===== config.mk =====
export PLATFORM = sky130hd
export DESIGN_NAME = camara_sensor_emu
export DESIGN_NICKNAME = d
export VERILOG_FILES = /design/src/rtl/cam_pkg.sv /design/src/rtl/cam_pclk_gen.sv /design/src/rtl/camara_sensor_emu.sv
export SDC_FILE = /design/constraint.sdc
export NUM_CORES = 1
export LEC_CHECK = 0
export CORE_ASPECT_RATIO = 1.25
export CORE_MARGIN = 4
export CORE_UTILIZATION = 30
export CTS_BUF_LIST = sky130_fd_sc_hd__clkbuf_4 sky130_fd_sc_hd__clkbuf_8
export CTS_CLUSTER_SIZE = 10
export DETAILED_ROUTE_END_ITERATION = 8
export SETUP_SLACK_MARGIN = 0.2
export SYNTH_ARGS = -nofsm -noshare
export SYNTH_HDL_FRONTEND = slang
export SYNTH_SLANG_ARGS = --single-unit
export TNS_END_PERCENT = 10

===== constraint.sdc =====
create_clock -name i_clk -period 5.1 [get_ports i_clk]
set_clock_uncertainty 0.15 [all_clocks]
set_input_delay 0.51 -clock i_clk [delete_from_list [all_inputs] [get_ports i_clk]]
set_output_delay 0.51 -clock i_clk [all_outputs]
set_load 0.02 [all_outputs]

===== src/rtl/cam_pkg.sv =====
// cam_pkg: shared FSM states, pattern codes and RGB565 colour-bar values for the sensor emulator.
package cam_pkg;
    typedef enum logic [2:0] {IDLE, VSYNC, VBACK, ACTIVE, VFRONT} state_t;
    localparam logic [1:0] PAT_RAMP = 2'd0;
    localparam logic [1:0] PAT_BARS = 2'd1;
    localparam logic [1:0] PAT_RED  = 2'd2;
    localparam logic [1:0] PAT_ROW  = 2'd3;
    // Index 0 is the leftmost bar (white), index 7 the rightmost (black).
    localparam logic [7:0][15:0] BAR_RGB = {
        16'h0000, 16'h001F, 16'hF800, 16'hF81F,
        16'h07E0, 16'h07FF, 16'hFFE0, 16'hFFFF
    };
endpackage


===== src/rtl/cam_pclk_gen.sv =====
// cam_pclk_gen: divides clk into the free-running Pclk and strobes fall_tick on the clk that drops Pclk.
module cam_pclk_gen #(
    parameter int PCLK_DIV = 2
) (
    input  logic i_clk,
    input  logic i_rst_n,
    output logic o_pclk,
    output logic o_fall_tick
);
    localparam int DW = (PCLK_DIV > 1) ? $clog2(PCLK_DIV) : 1;
    localparam logic [DW-1:0] DIV_LAST = DW'(PCLK_DIV - 1);

    logic [DW-1:0] r_div_cnt;
    logic          r_pclk;
    logic          w_wrap;

    assign w_wrap      = r_div_cnt == DIV_LAST;
    assign o_pclk      = r_pclk;
    assign o_fall_tick = w_wrap & r_pclk;

    always_ff @(posedge i_clk or negedge i_rst_n) begin
        if (!i_rst_n) begin
            r_div_cnt <= '0;
            r_pclk    <= 1'b0;
        end else begin
            r_div_cnt <= w_wrap ? '0 : r_div_cnt + DW'(1);
            if (w_wrap) r_pclk <= ~r_pclk;
        end
    end
endmodule


===== src/rtl/camara_sensor_emu.sv =====
// camara_sensor_emu: OV7670-style sensor transmitter producing Vsyn/Href timing and RGB565 test patterns.
module camara_sensor_emu
    import cam_pkg::*;
#(
    parameter int PCLK_DIV    = 2,
    parameter int H_ACTIVE    = 160,
    parameter int H_BLANK     = 16,
    parameter int V_ACTIVE    = 120,
    parameter int VSYNC_LINES = 3,
    parameter int V_BACK      = 2,
    parameter int V_FRONT     = 2
) (
    input  logic       i_clk,
    input  logic       i_rst_n,
    input  logic       i_enable,
    input  logic [1:0] i_pattern,
    output logic       o_pclk,
    output logic       o_vsyn,
    output logic       o_href,
    output logic [7:0] o_data,
    output logic       o_frame_done,
    output logic       o_busy
);
    localparam int LINE_LEN = 2 * H_ACTIVE + H_BLANK;
    localparam int L_ACT    = VSYNC_LINES + V_BACK;
    localparam int L_VF     = L_ACT + V_ACTIVE;
    localparam int L_TOT    = L_VF + V_FRONT;
    localparam int CW       = $clog2(LINE_LEN + 1);
    localparam int LW       = $clog2(L_TOT + 1);
    localparam logic [CW-1:0] COL_LAST  = CW'(LINE_LEN - 1);
    localparam logic [CW-1:0] HREF_END  = CW'(2 * H_ACTIVE);
    localparam logic [CW-1:0] BAR_W     = CW'(H_ACTIVE / 8);
    localparam logic [LW-1:0] LINE_LAST = LW'(L_TOT - 1);
    localparam logic [LW-1:0] LV_B      = LW'(VSYNC_LINES);
    localparam logic [LW-1:0] LV_A      = LW'(L_ACT);
    localparam logic [LW-1:0] LV_F      = LW'(L_VF);

    // Frame region of a line index; zero-length regions fall through naturally.
    function automatic state_t region(input logic [LW-1:0] l);
        return (l < LV_B) ? VSYNC : (l < LV_A) ? VBACK : (l < LV_F) ? ACTIVE : VFRONT;
    endfunction

    state_t        r_state;
    logic [CW-1:0] r_col;
    logic [LW-1:0] r_line;
    logic [1:0]    r_pat;
    logic          r_frame_done;
    logic          w_tick;
    logic          w_eol;
    logic          w_eof;
    logic          w_href;
    logic [LW-1:0] w_line_nx;
    logic [LW-1:0] w_row;
    logic [CW-1:0] w_x;
    logic [2:0]    w_bar;
    logic [15:0]   w_pix;
    logic [7:0]    w_pix_byte;

    cam_pclk_gen #(.PCLK_DIV(PCLK_DIV)) u_pclk (
        .i_clk      (i_clk),
        .i_rst_n    (i_rst_n),
        .o_pclk     (o_pclk),
        .o_fall_tick(w_tick)
    );

    assign w_eol     = r_col == COL_LAST;
    assign w_eof     = w_eol && r_line == LINE_LAST;
    assign w_line_nx = r_line + LW'(w_eol);

    always_ff @(posedge i_clk or negedge i_rst_n) begin
        if (!i_rst_n) begin
            r_state      <= IDLE;
            r_col        <= '0;
            r_line       <= '0;
            r_pat        <= PAT_RAMP;
            r_frame_done <= 1'b0;
        end else begin
            r_frame_done <= w_tick && r_state != IDLE && w_eof;
            if (w_tick) begin
                if (r_state == IDLE || w_eof) begin
                    r_col   <= '0;
                    r_line  <= '0;
                    r_state <= i_enable ? region('0) : IDLE;
                    if (i_enable) r_pat <= i_pattern;
                end else begin
                    r_col   <= w_eol ? '0 : r_col + CW'(1);
                    r_line  <= w_line_nx;
                    r_state <= region(w_line_nx);
                end
            end
        end
    end

    assign w_href     = r_state == ACTIVE && r_col < HREF_END;
    assign w_row      = r_line - LV_A;
    assign w_x        = r_col >> 1;
    assign w_bar      = 3'(w_x / BAR_W);
    assign w_pix      = (r_pat == PAT_RED) ? 16'hF800 : BAR_RGB[w_bar];
    assign w_pix_byte = r_col[0] ? w_pix[7:0] : w_pix[15:8];

    assign o_vsyn       = r_state == VSYNC;
    assign o_href       = w_href;
    assign o_busy       = r_state != IDLE;
    assign o_frame_done = r_frame_done;
    assign o_data       = !w_href ? 8'h00 :
                          (r_pat == PAT_RAMP) ? 8'(r_col) :
                          (r_pat == PAT_ROW)  ? 8'(w_row) : w_pix_byte;
endmodule


**Word-level counts from Yosys, hierarchy flattened**

Memory sizes are Yosys's and may differ from the RTL's.
Cells that the tools add are included.

- Bitwise gates (word level): 2
- Muxes and demuxes: 15
- Div/mod/pow operators: 1
- Equal/unequal tests: 6
- $add $sub $neg: 4
- $lt $le $gt $ge: 5
- Reductions and logical operators: 9

Operators with widths:

| cell | number |
|---|---|
| $mux W16 | 2 |
| $mux W8 | 4 |
| $mux W9 | 2 |
| $mux W3 | 4 |
| $add A9 B1 Y9 const B | 1 |
| $div A8 B5 Y9 const B | 1 |
| $eq A9 B9 Y1 const B | 1 |
| $lt A9 B9 Y1 const B | 1 |
| $add A7 B1 Y7 | 1 |
| $eq A7 B7 Y1 const B | 1 |
| $lt A7 B2 Y1 const B | 1 |
| $lt A7 B3 Y1 const B | 1 |
| $lt A7 B7 Y1 const B | 1 |
| $mux W7 | 1 |
| $sub A7 B3 Y7 const B | 1 |
| $eq A2 B2 Y1 const B | 2 |
| $logic_and A1 B1 Y1 | 4 |
| $lt A3 B4 Y1 const B | 1 |
| $eq A3 B1 Y1 const B | 1 |
| $eq A3 B2 Y1 const B | 1 |
| $logic_not A3 Y1 | 1 |
| $reduce_and A3 Y1 | 1 |
| $reduce_bool A3 Y1 | 1 |
| $logic_not A2 Y1 | 1 |
| 5 further kinds | 6 |

- Word-level logic and storage cells: 50
- Memory bits (read-only): 128
- Memories kept: 1
- Flip-flop bits (word level): 24
- Input port bits: 5

Memories:

| name | words | bits a word | read ports | clocked after Yosys merged registers in | wr ports | line | source |
|---|---|---|---|---|---|---|---|
| (name not given) | 8 | 16 | 1 | 0 | 0 | camara_sensor_emu.sv:98 | `assign w_pix = (r_pat == PAT_RED) ? 16'hF800 : BAR_RGB[w_bar];` |

**Longest topological paths before layout**

Gate-level depths: netlist (run 1).

- Depth in word-level cells: 8
- Mapped depth: 12
- Depth with buffers taken out: 11

**Cells and area by module**

Synthesis (run 1) repeated with hierarchy kept, for this count alone.

- Cell total of the unflattened synthesis: 229
- Area, all modules: 1834.3 µm²

By module, submodules not included:

| module | area each (µm²) | sequential area each (µm²) | instances | cells an instance |
|---|---|---|---|---|
| camara_sensor_emu | 1764.2 | 550.5 | 1 | 224 |
| cam_pclk_gen | 70.1 | 50.0 | 1 | 5 |

**Least setup slack after synthesis (run 1)**

Ideal clock, no wire load.

- Kind: register -> register
- Start: register r_col[1]
- End: register r_state[0]
- Data arrival time: 2362 ps
- Clock period less this slack: 2638 ps
- Data required time: 4824 ps
- Path buffers: 1
- Cell stages (with the launch flop): 12
- Path slack: 2462 ps
- Path through: dfrtp_1 -> ha_1 -> nand4b_2 -> nor2_1 -> ha_1 -> ha_1 -> clkbuf_1 -> nand3_1 -> xnor2_1 -> nor3_1 -> o21ai_0 -> a221o_1

- Cells in the longest elaborated chain, start to end: 7
- Elaborated cells between the ends (all ways): 11

RTL lines:

| what | line | source |
|---|---|---|
| start, declared | camara_sensor_emu.sv:44 | `logic [CW-1:0] r_col;` |
| start signal, assigned | camara_sensor_emu.sv:86 | `r_col <= w_eol ? '0 : r_col + CW'(1);` |
| $eq A9 B9 Y1 * | camara_sensor_emu.sv:66 | `assign w_eol = r_col == COL_LAST;` |
| $add A7 B1 Y7 | camara_sensor_emu.sv:68 | `assign w_line_nx = r_line + LW'(w_eol);` |
| $lt A7 B7 Y1 | camara_sensor_emu.sv:40 | `return (l < LV_B) ? VSYNC : (l < LV_A) ? VBACK : (l < LV_F) ? ACTIVE : VFRONT;` |
| $mux W3 (3 in series) | camara_sensor_emu.sv:40 |  |
| $mux W3 * | camara_sensor_emu.sv:80 | `if (r_state == IDLE \|\| w_eof) begin` |
| end signal, assigned | camara_sensor_emu.sv:83 | `r_state <= i_enable ? region('0) : IDLE;` |
| end signal, assigned | camara_sensor_emu.sv:88 | `r_state <= region(w_line_nx);` |
| end, declared | camara_sensor_emu.sv:43 | `state_t r_state;` |

Every way passes the cells marked *; elsewhere a longest branch is shown, timed or not.
A chain may end at the register's enable or synchronous reset.

**Final worst setup path (run 1)**

- Start: register r_pat[0]
- End: output o_data[1]

- Cells in the longest elaborated chain, start to end: 6
- Elaborated cells between the ends (all ways): 8

RTL lines:

| what | line | source |
|---|---|---|
| start, declared | camara_sensor_emu.sv:46 | `logic [1:0] r_pat;` |
| start signal, assigned | camara_sensor_emu.sv:84 | `if (i_enable) r_pat <= i_pattern;` |
| $eq A2 B2 Y1 | camara_sensor_emu.sv:98 |  |
| $mux W16 | camara_sensor_emu.sv:98 |  |
| $mux W8 | camara_sensor_emu.sv:99 | `assign w_pix_byte = r_col[0] ? w_pix[7:0] : w_pix[15:8];` |
| $mux W8 | camara_sensor_emu.sv:107 | `(r_pat == PAT_ROW) ? 8'(w_row) : w_pix_byte;` |
| $mux W8 * | camara_sensor_emu.sv:106 | `(r_pat == PAT_RAMP) ? 8'(r_col) :` |
| $mux W8 * | camara_sensor_emu.sv:105 | `assign o_data = !w_href ? 8'h00 :` |
| end, declared | camara_sensor_emu.sv:20 | `output logic [7:0] o_data,` |

Marks and branches as above.

==> results of run 1 <==
[sequential cells by signal, indices dropped and copies added (netlist names)]
signal	flops
o_frame_done	1
r_line	7
u_pclk.r_div_cnt	1
u_pclk.o_pclk	1
r_col	9
r_pat	2
r_state	3
[metrics by stage]
step / instances / hold slack, ns
after floorplan: 231 / 0.0644
after global placement: 316 / 0.328
after detailed placement: 316 / 0.329
after CTS: 320 / 0.342
after global routing: 320 / 0.377
final: 320 / 0.344
[final cells by class]
cell class / count / area [um^2]
fillers: 646 / 4020
inverters: 8 / 30.0
multi-input cells: 181 / 1200
clock buffers: 3 / 41.3
flip-flops and latches: 24 / 601
clock inverters: 1 / 30.0
repair buffers: 18 / 178
well taps: 85 / 106
[cells by family (layout without fill, tap and decap cells)]
| family | Yosys count | in the layout | share of synthesized area |
|---|---|---|---|
| compound gates | 75 | 75 | 0.270 |
| simple gates | 88 | 88 | 0.254 |
| buf+inv | 26 | 30 | 0.0679 |
| xor+xnor | 12 | 12 | 0.0543 |
| mux | 1 | 1 | 0.0116 |
| flops | 24 | 24 | 0.310 |
| fa+ha+maj | 5 | 5 | 0.0323 |
[routing by layer]
| layer | routed length (um) | share of wire |
|---|---|---|
| met1 | 2270 | 0.47 |
| met2 | 2290 | 0.48 |
| met3 | 160 | 0.033 |
| met4 | 85 | 0.018 |
| met5 | 0 | 0 |
[Yosys cell counts (2+ instances only)]
cell | n | share of area
and2_1 | 2 | 0.0065
a21oi_1 | 10 | 0.026
clkbuf_1 | 8 | 0.016
a211oi_1 | 2 | 0.0078
xnor2_1 | 6 | 0.027
nand2b_1 | 5 | 0.016
a221o_1 | 2 | 0.010
nor2_1 | 17 | 0.033
o31ai_1 | 5 | 0.019
inv_1 | 8 | 0.016
dfrtp_1 | 24 | 0.31
nor2b_1 | 5 | 0.016
a221oi_1 | 3 | 0.014
o21ai_0 | 25 | 0.065
ha_1 | 5 | 0.032
o2bb2ai_1 | 2 | 0.0091
a31oi_1 | 4 | 0.013
nor3_1 | 8 | 0.021
a22o_1 | 8 | 0.036
nor3b_1 | 2 | 0.0078
buf_6 | 3 | 0.017
a21o_1 | 4 | 0.016
nand3_1 | 9 | 0.023
nand4_1 | 2 | 0.0065
and3_1 | 4 | 0.013
buf_2 | 5 | 0.013
xor2_1 | 6 | 0.027
nand2_1 | 22 | 0.043
a221oi_2 | 2 | 0.016
[worst paths after layout]
path	start	to	slack, ns
min in group asynchronous	i_rst_n	r_line[5]	0.45
max reg2reg	r_col[0]	r_state[0]	1.97
max in group asynchronous	i_rst_n	r_line[6]	4.10
min	u_pclk.r_div_cnt	u_pclk.r_div_cnt	0.34
max	r_pat[0]	o_data[1]	1.45
min reg2reg	u_pclk.r_div_cnt	u_pclk.r_div_cnt	0.34
[power by group through the flow]
stage	sequential [mW]	clock [mW]	combinational [mW]
6_report	0.260	0.166	0.127
2_1_floorplan	0.224	0	0.130
3_5_place_dp	0.263	0	0.127
4_1_cts	0.259	0.173	0.128
5_1_grt	0.264	0.179	0.145
3_3_place_gp	0.261	0	0.126
[worst max-delay path, cell delays in order, from the launching register on]
cell	delay [ns]
dfrtp_1	0.67
inv_1	0.29
a221o_1	0.48
nor2_1	0.11
o21ai_1	0.11
a221oi_1	0.38
clkdlybuf4s50_1	0.68
==> results.sh, run 1 <==
export IMPL_outcome="finished, final reports clean"
export IMPL_finalHoldViolations=0
export IMPL_power_switching_mw=0.182
export IMPL_power_density_nw_per_um2=252
export IMPL_combPwrFrac=0.229
export IMPL_relSlewSlack=0.451
export IMPL_ys_seq_area_frac=0.310
export IMPL_rsz0062_at_grt="no"
export IMPL_cap_violations=0
export IMPL_cts_tree="yes"
export IMPL_grt_util_met1=0.172
export IMPL_cp_arrival_ns=2.99
export IMPL_grt_pass1_vias=1634
export IMPL_n_antenna_cell=0
export IMPL_endpoint_kind="primary output"
export IMPL_netlist_instances=231
export IMPL_p_leak_nw=0.919
export IMPL_wl_um=4800
export IMPL_num_vias=1712
export IMPL_start_util=0.312
export IMPL_seq_power_share=0.470
export IMPL_post_route_util=0.353
export IMPL_setup_viol_count_final=0
export IMPL_ys_warn_count=0
export IMPL_port_buffers=17
export IMPL_vias_per_cell=5.35
export IMPL_cts_sinks=24
export IMPL_gp_routability_congestion=0.809
export IMPL_syn_to_final_growth_pct=13.1
export IMPL_drive_gt1_frac=0.0766
export IMPL_grt_pass1_wl_um=8000
export IMPL_final_common_cell="o21ai_0"
export IMPL_busiest_layer="met2"
export IMPL_core_um2=6210
export IMPL_grt_usage=0.126
export IMPL_cts_resized=0
export IMPL_clk_pin_slew_ns=0.09
export IMPL_path_max_fanout=17
export IMPL_syn_avg_cell_area_um2=8.38
export IMPL_slew_viol_final=0
export IMPL_stdcell_area_um2=2190
export IMPL_layout_nets=246
export IMPL_drtIter0Drc=99
export IMPL_dpl_cell_area_um2=2120
export IMPL_final_cell_mix="o21ai_0 (25), dfrtp_1 (24), nand2_1 (22)"
export IMPL_use_met2=0.206
export IMPL_synth_cell_types=52
export IMPL_firstDrtPassIters=4
export IMPL_dp_hpwl_um=3500
export IMPL_cp_required_ns=4.44
export IMPL_fin_crit_sh=0.715
export IMPL_reg2reg_depth=10
export IMPL_power_mw=0.553
export IMPL_swShare=0.329
export IMPL_async_reset_ff_frac=1.00
export IMPL_cts_buffers=3
export IMPL_grtUsageMet3=0.0203
export IMPL_holdBufCountCts=0
export IMPL_tns_ns=0
export IMPL_cts_htree_levels=1
export IMPL_antenna_found_initial=0
export IMPL_postCtsSetupBuffers=0
export IMPL_ys_flop_type="dfrtp_1"
export IMPL_grt_max_degree=25
export IMPL_fin_ws_ns=1.45
export IMPL_ys_ff_latch=24
export IMPL_holdCritPathClass="register to register"
export IMPL_die_width_um=79.8
export IMPL_hold_path_cell_count=1
export IMPL_grt_overflow_total=0
export IMPL_num_io_pins=18
export IMPL_min_period_ns=3.65
export IMPL_clock_path_buffers=2
export IMPL_synth_enable_flop_cells=0
export IMPL_clock_latency_ns=0.27
export IMPL_worstSetupPathType="register to primary output"
export IMPL_wl_per_cell_um=15.0
export IMPL_tightest_slew_ns=0.817
export IMPL_max_freq_mhz=274
export IMPL_ir_drop_mv=0.0890
export IMPL_p_int_mw=0.371
export IMPL_synth_fp_nets=241
export IMPL_die_area_um2=7810
export IMPL_antenna_left=0
export IMPL_netlist_area_um2=1940
export IMPL_fp_dieH_um=97.8
export IMPL_drc=0
export IMPL_pwr_share_clk=0.300
export IMPL_startpoint_type="register"
export IMPL_clock_root_buffer="clkbuf_8"
export IMPL_rows=32
export IMPL_dp_slack_ns=1.77
(Power assumes the default switching activity.)
==> run 2, diff against run 1 <==
==> constraint.sdc (replaced) <==
create_clock -name i_clk -period 3.5 [get_ports i_clk]
set_clock_uncertainty 0.15 [all_clocks]
set_input_delay 0.35 -clock i_clk [delete_from_list [all_inputs] [get_ports i_clk]]
set_output_delay 0.35 -clock i_clk [all_outputs]
set_load 0.02 [all_outputs]
==> run 2 against run 1 <==
Effect of this change:
- combinational power increased by 66%
- routed wire length shrank 0.58%
- critical path depth rose by 1
- worst setup slack worse by 1.2 ns
- via count grew 3.0%
- global-route usage increased by 0.14 points
- power up 49%
- worst hold slack worse by 0.065 ns
- flip-flop and latch count stayed put
- die area stayed put
- largest cell class unchanged
- largest power group unchanged
==> results.sh, run 2 (synthesis gave the netlist of run 1 again) <==
export IMPL_grt_pass1_vias=1680
export IMPL_worstSetupPathType="register to primary output"
export IMPL_p_int_mw=0.549
export IMPL_start_util=0.312
export IMPL_clock_path_buffers=2
export IMPL_cap_violations=0
export IMPL_power_switching_mw=0.273
export IMPL_fp_dieH_um=97.8
export IMPL_layout_nets=249
export IMPL_outcome="finished, final reports clean"
export IMPL_fin_ws_ns=0.243
export IMPL_cp_required_ns=3.00
export IMPL_port_buffers=17
export IMPL_final_cell_mix="o21ai_0 (25), nand2_1 (22), dfrtp_1 (21)"
export IMPL_startpoint="r_col[7]"
export IMPL_cts_resized=1
export IMPL_cp_arrival_ns=2.76
export IMPL_grt_pass1_wl_um=8180
export IMPL_wl_um=4780
export IMPL_min_period_ns=3.26
export IMPL_regToRegSetupSlack_ns=0.49
export IMPL_wl_per_cell_um=14.8
export IMPL_n_antenna_cell=0
export IMPL_endpoint="o_data[5]"
export IMPL_gp_routability_congestion=0.780
export IMPL_largest_reg_flops=9
export IMPL_regToRegStartpoint="r_col[7]"
export IMPL_final_common_cell="o21ai_0"
export IMPL_firstDrtPassIters=4
export IMPL_postCtsSetupBuffers=0
export IMPL_ir_drop_mv=0.124
export IMPL_tightest_slew_ns=0.815
export IMPL_combPwrFrac=0.256
export IMPL_p_leak_nw=0.947
export IMPL_setup_viol_count_final=0
export IMPL_clk_pin_slew_ns=0.09
export IMPL_num_vias=1763
export IMPL_power_density_nw_per_um2=370
export IMPL_dp_slack_ns=0.427
export IMPL_finalHoldViolations=0
export IMPL_pwr_share_clk=0.306
export IMPL_holdBufCountCts=0
export IMPL_grt_overflow_total=0
export IMPL_seq_power_share=0.438
export IMPL_fillers=636
export IMPL_rows=32
export IMPL_relSlewSlack=0.452
export IMPL_grt_max_degree=25
export IMPL_slew_viol_final=0
export IMPL_top_register="r_col"
export IMPL_cts_buffers=3
export IMPL_antenna_found_initial=0
export IMPL_die_area_um2=7810
export IMPL_reg_top3="r_col: 9 flops, r_line: 7 flops, r_state: 3 flops"
export IMPL_drtIter0Drc=62
export IMPL_startpoint_type="register"
export IMPL_endpoint_kind="primary output"
export IMPL_vias_per_cell=5.46
export IMPL_core_um2=6210
export IMPL_grt_usage=0.128
export IMPL_path_max_fanout=11
export IMPL_clock_latency_ns=0.27
export IMPL_swShare=0.332
export IMPL_holdCritPathClass="input port to async pin"
export IMPL_rsz0062_at_grt="yes"
export IMPL_fin_crit_sh=0.931
export IMPL_drc=0
export IMPL_die_width_um=79.8
export IMPL_reg2reg_depth=9
export IMPL_antenna_left=0
export IMPL_cts_tree="yes"
export IMPL_tns_ns=0
export IMPL_r2r_end="r_state[0]"
export IMPL_clock_root_buffer="clkbuf_8"
export IMPL_num_io_pins=18
export IMPL_dp_hpwl_um=3460
export IMPL_post_route_util=0.357
export IMPL_cts_htree_levels=1
export IMPL_syn_to_final_growth_pct=14.6
export IMPL_cts_sinks=24
export IMPL_drive_gt1_frac=0.101
export IMPL_max_freq_mhz=307
run 2: changes by cell type in the layout (fill, tap and decap cells not counted):
cell and delta:
dfrtp_2 +3, dfrtp_1 -3, buf_4 +3, dlymetal6s2s_1 +1, clkdlybuf4s50_1 -1
run 2: how the worst min path moves through the flow:
stage                                start  cells past startpoint  slack [ns]                to
after CTS                          i_rst_n                      2        0.29          r_col[3]
after global placement    u_pclk.r_div_cnt                      1        0.32  u_pclk.r_div_cnt
after floorplan                    i_rst_n                      0        -0.1      o_frame_done
after global routing               i_rst_n                      2        0.34          r_col[1]
after detailed placement  u_pclk.r_div_cnt                      1        0.34  u_pclk.r_div_cnt
final                              i_rst_n                      2        0.28          r_pat[1]
run 2: layer usage:
metal  part of all wire  global-route usage  routed length (um)
met4              0.018              0.0520                  85
met3              0.046              0.0166                 218
met5                  0                   0                   0
met2               0.47               0.201                2260
met1               0.46               0.176                2220
run 2: worst max-delay path, cell delays in order (launching register included):
cell             delay [ns]
dfrtp_1                0.63
o21ba_1                0.21
o221a_1                0.24
or2_4                  0.25
mux2i_4                0.16
nand2_2                0.09
a221oi_2               0.25
clkdlybuf4s50_1        0.65
run 2: area by class of cell:
type / count / area, um^2 / share of cell area
Sequential cell: 24 / 604 / 0.272
Tap cell: 85 / 106 / 0.0479
Timing Repair Buffer: 21 / 203 / 0.0914
Clock buffer: 3 / 41.3 / 0.0186
Inverter: 8 / 30.0 / 0.0135
Clock inverter: 1 / 30.0 / 0.0135
Multi-Input combinational cell: 181 / 1200 / 0.543
run 2: through the flow:
stage	cell area (um^2)	hold WS (ns)	std cells	total power, mW
floorplan	1940	-0.0956	231	0.517
global placement	2140	0.324	319	0.571
detailed placement	2140	0.336	319	0.574
CTS	2210	0.291	323	0.828
global route	2220	0.336	323	0.877
finish	2220	0.278	323	0.822
run 2: power by group through the flow:
stage / clock network, mW / registers (mW) / logic (mW)
global route: 0.267 / 0.366 / 0.244
CTS: 0.258 / 0.359 / 0.211
floorplan: 0 / 0.327 / 0.190
detailed placement: 0 / 0.364 / 0.211
global placement: 0 / 0.363 / 0.208
finish: 0.251 / 0.360 / 0.211
==> run 3, diff against run 2 <==
--- a/config.mk
+++ b/config.mk
@@ -12,6 +12,7 @@
 export CTS_CLUSTER_SIZE = 10
 export DETAILED_ROUTE_END_ITERATION = 8
 export SETUP_SLACK_MARGIN = 0.2
+export SLEW_MARGIN = 20
 export SYNTH_ARGS = -nofsm -noshare
 export SYNTH_HDL_FRONTEND = slang
 export SYNTH_SLANG_ARGS = --single-unit
==> results of run 3 <==
Same layout as run 2: the final DEF is identical, and so are final timing and power.
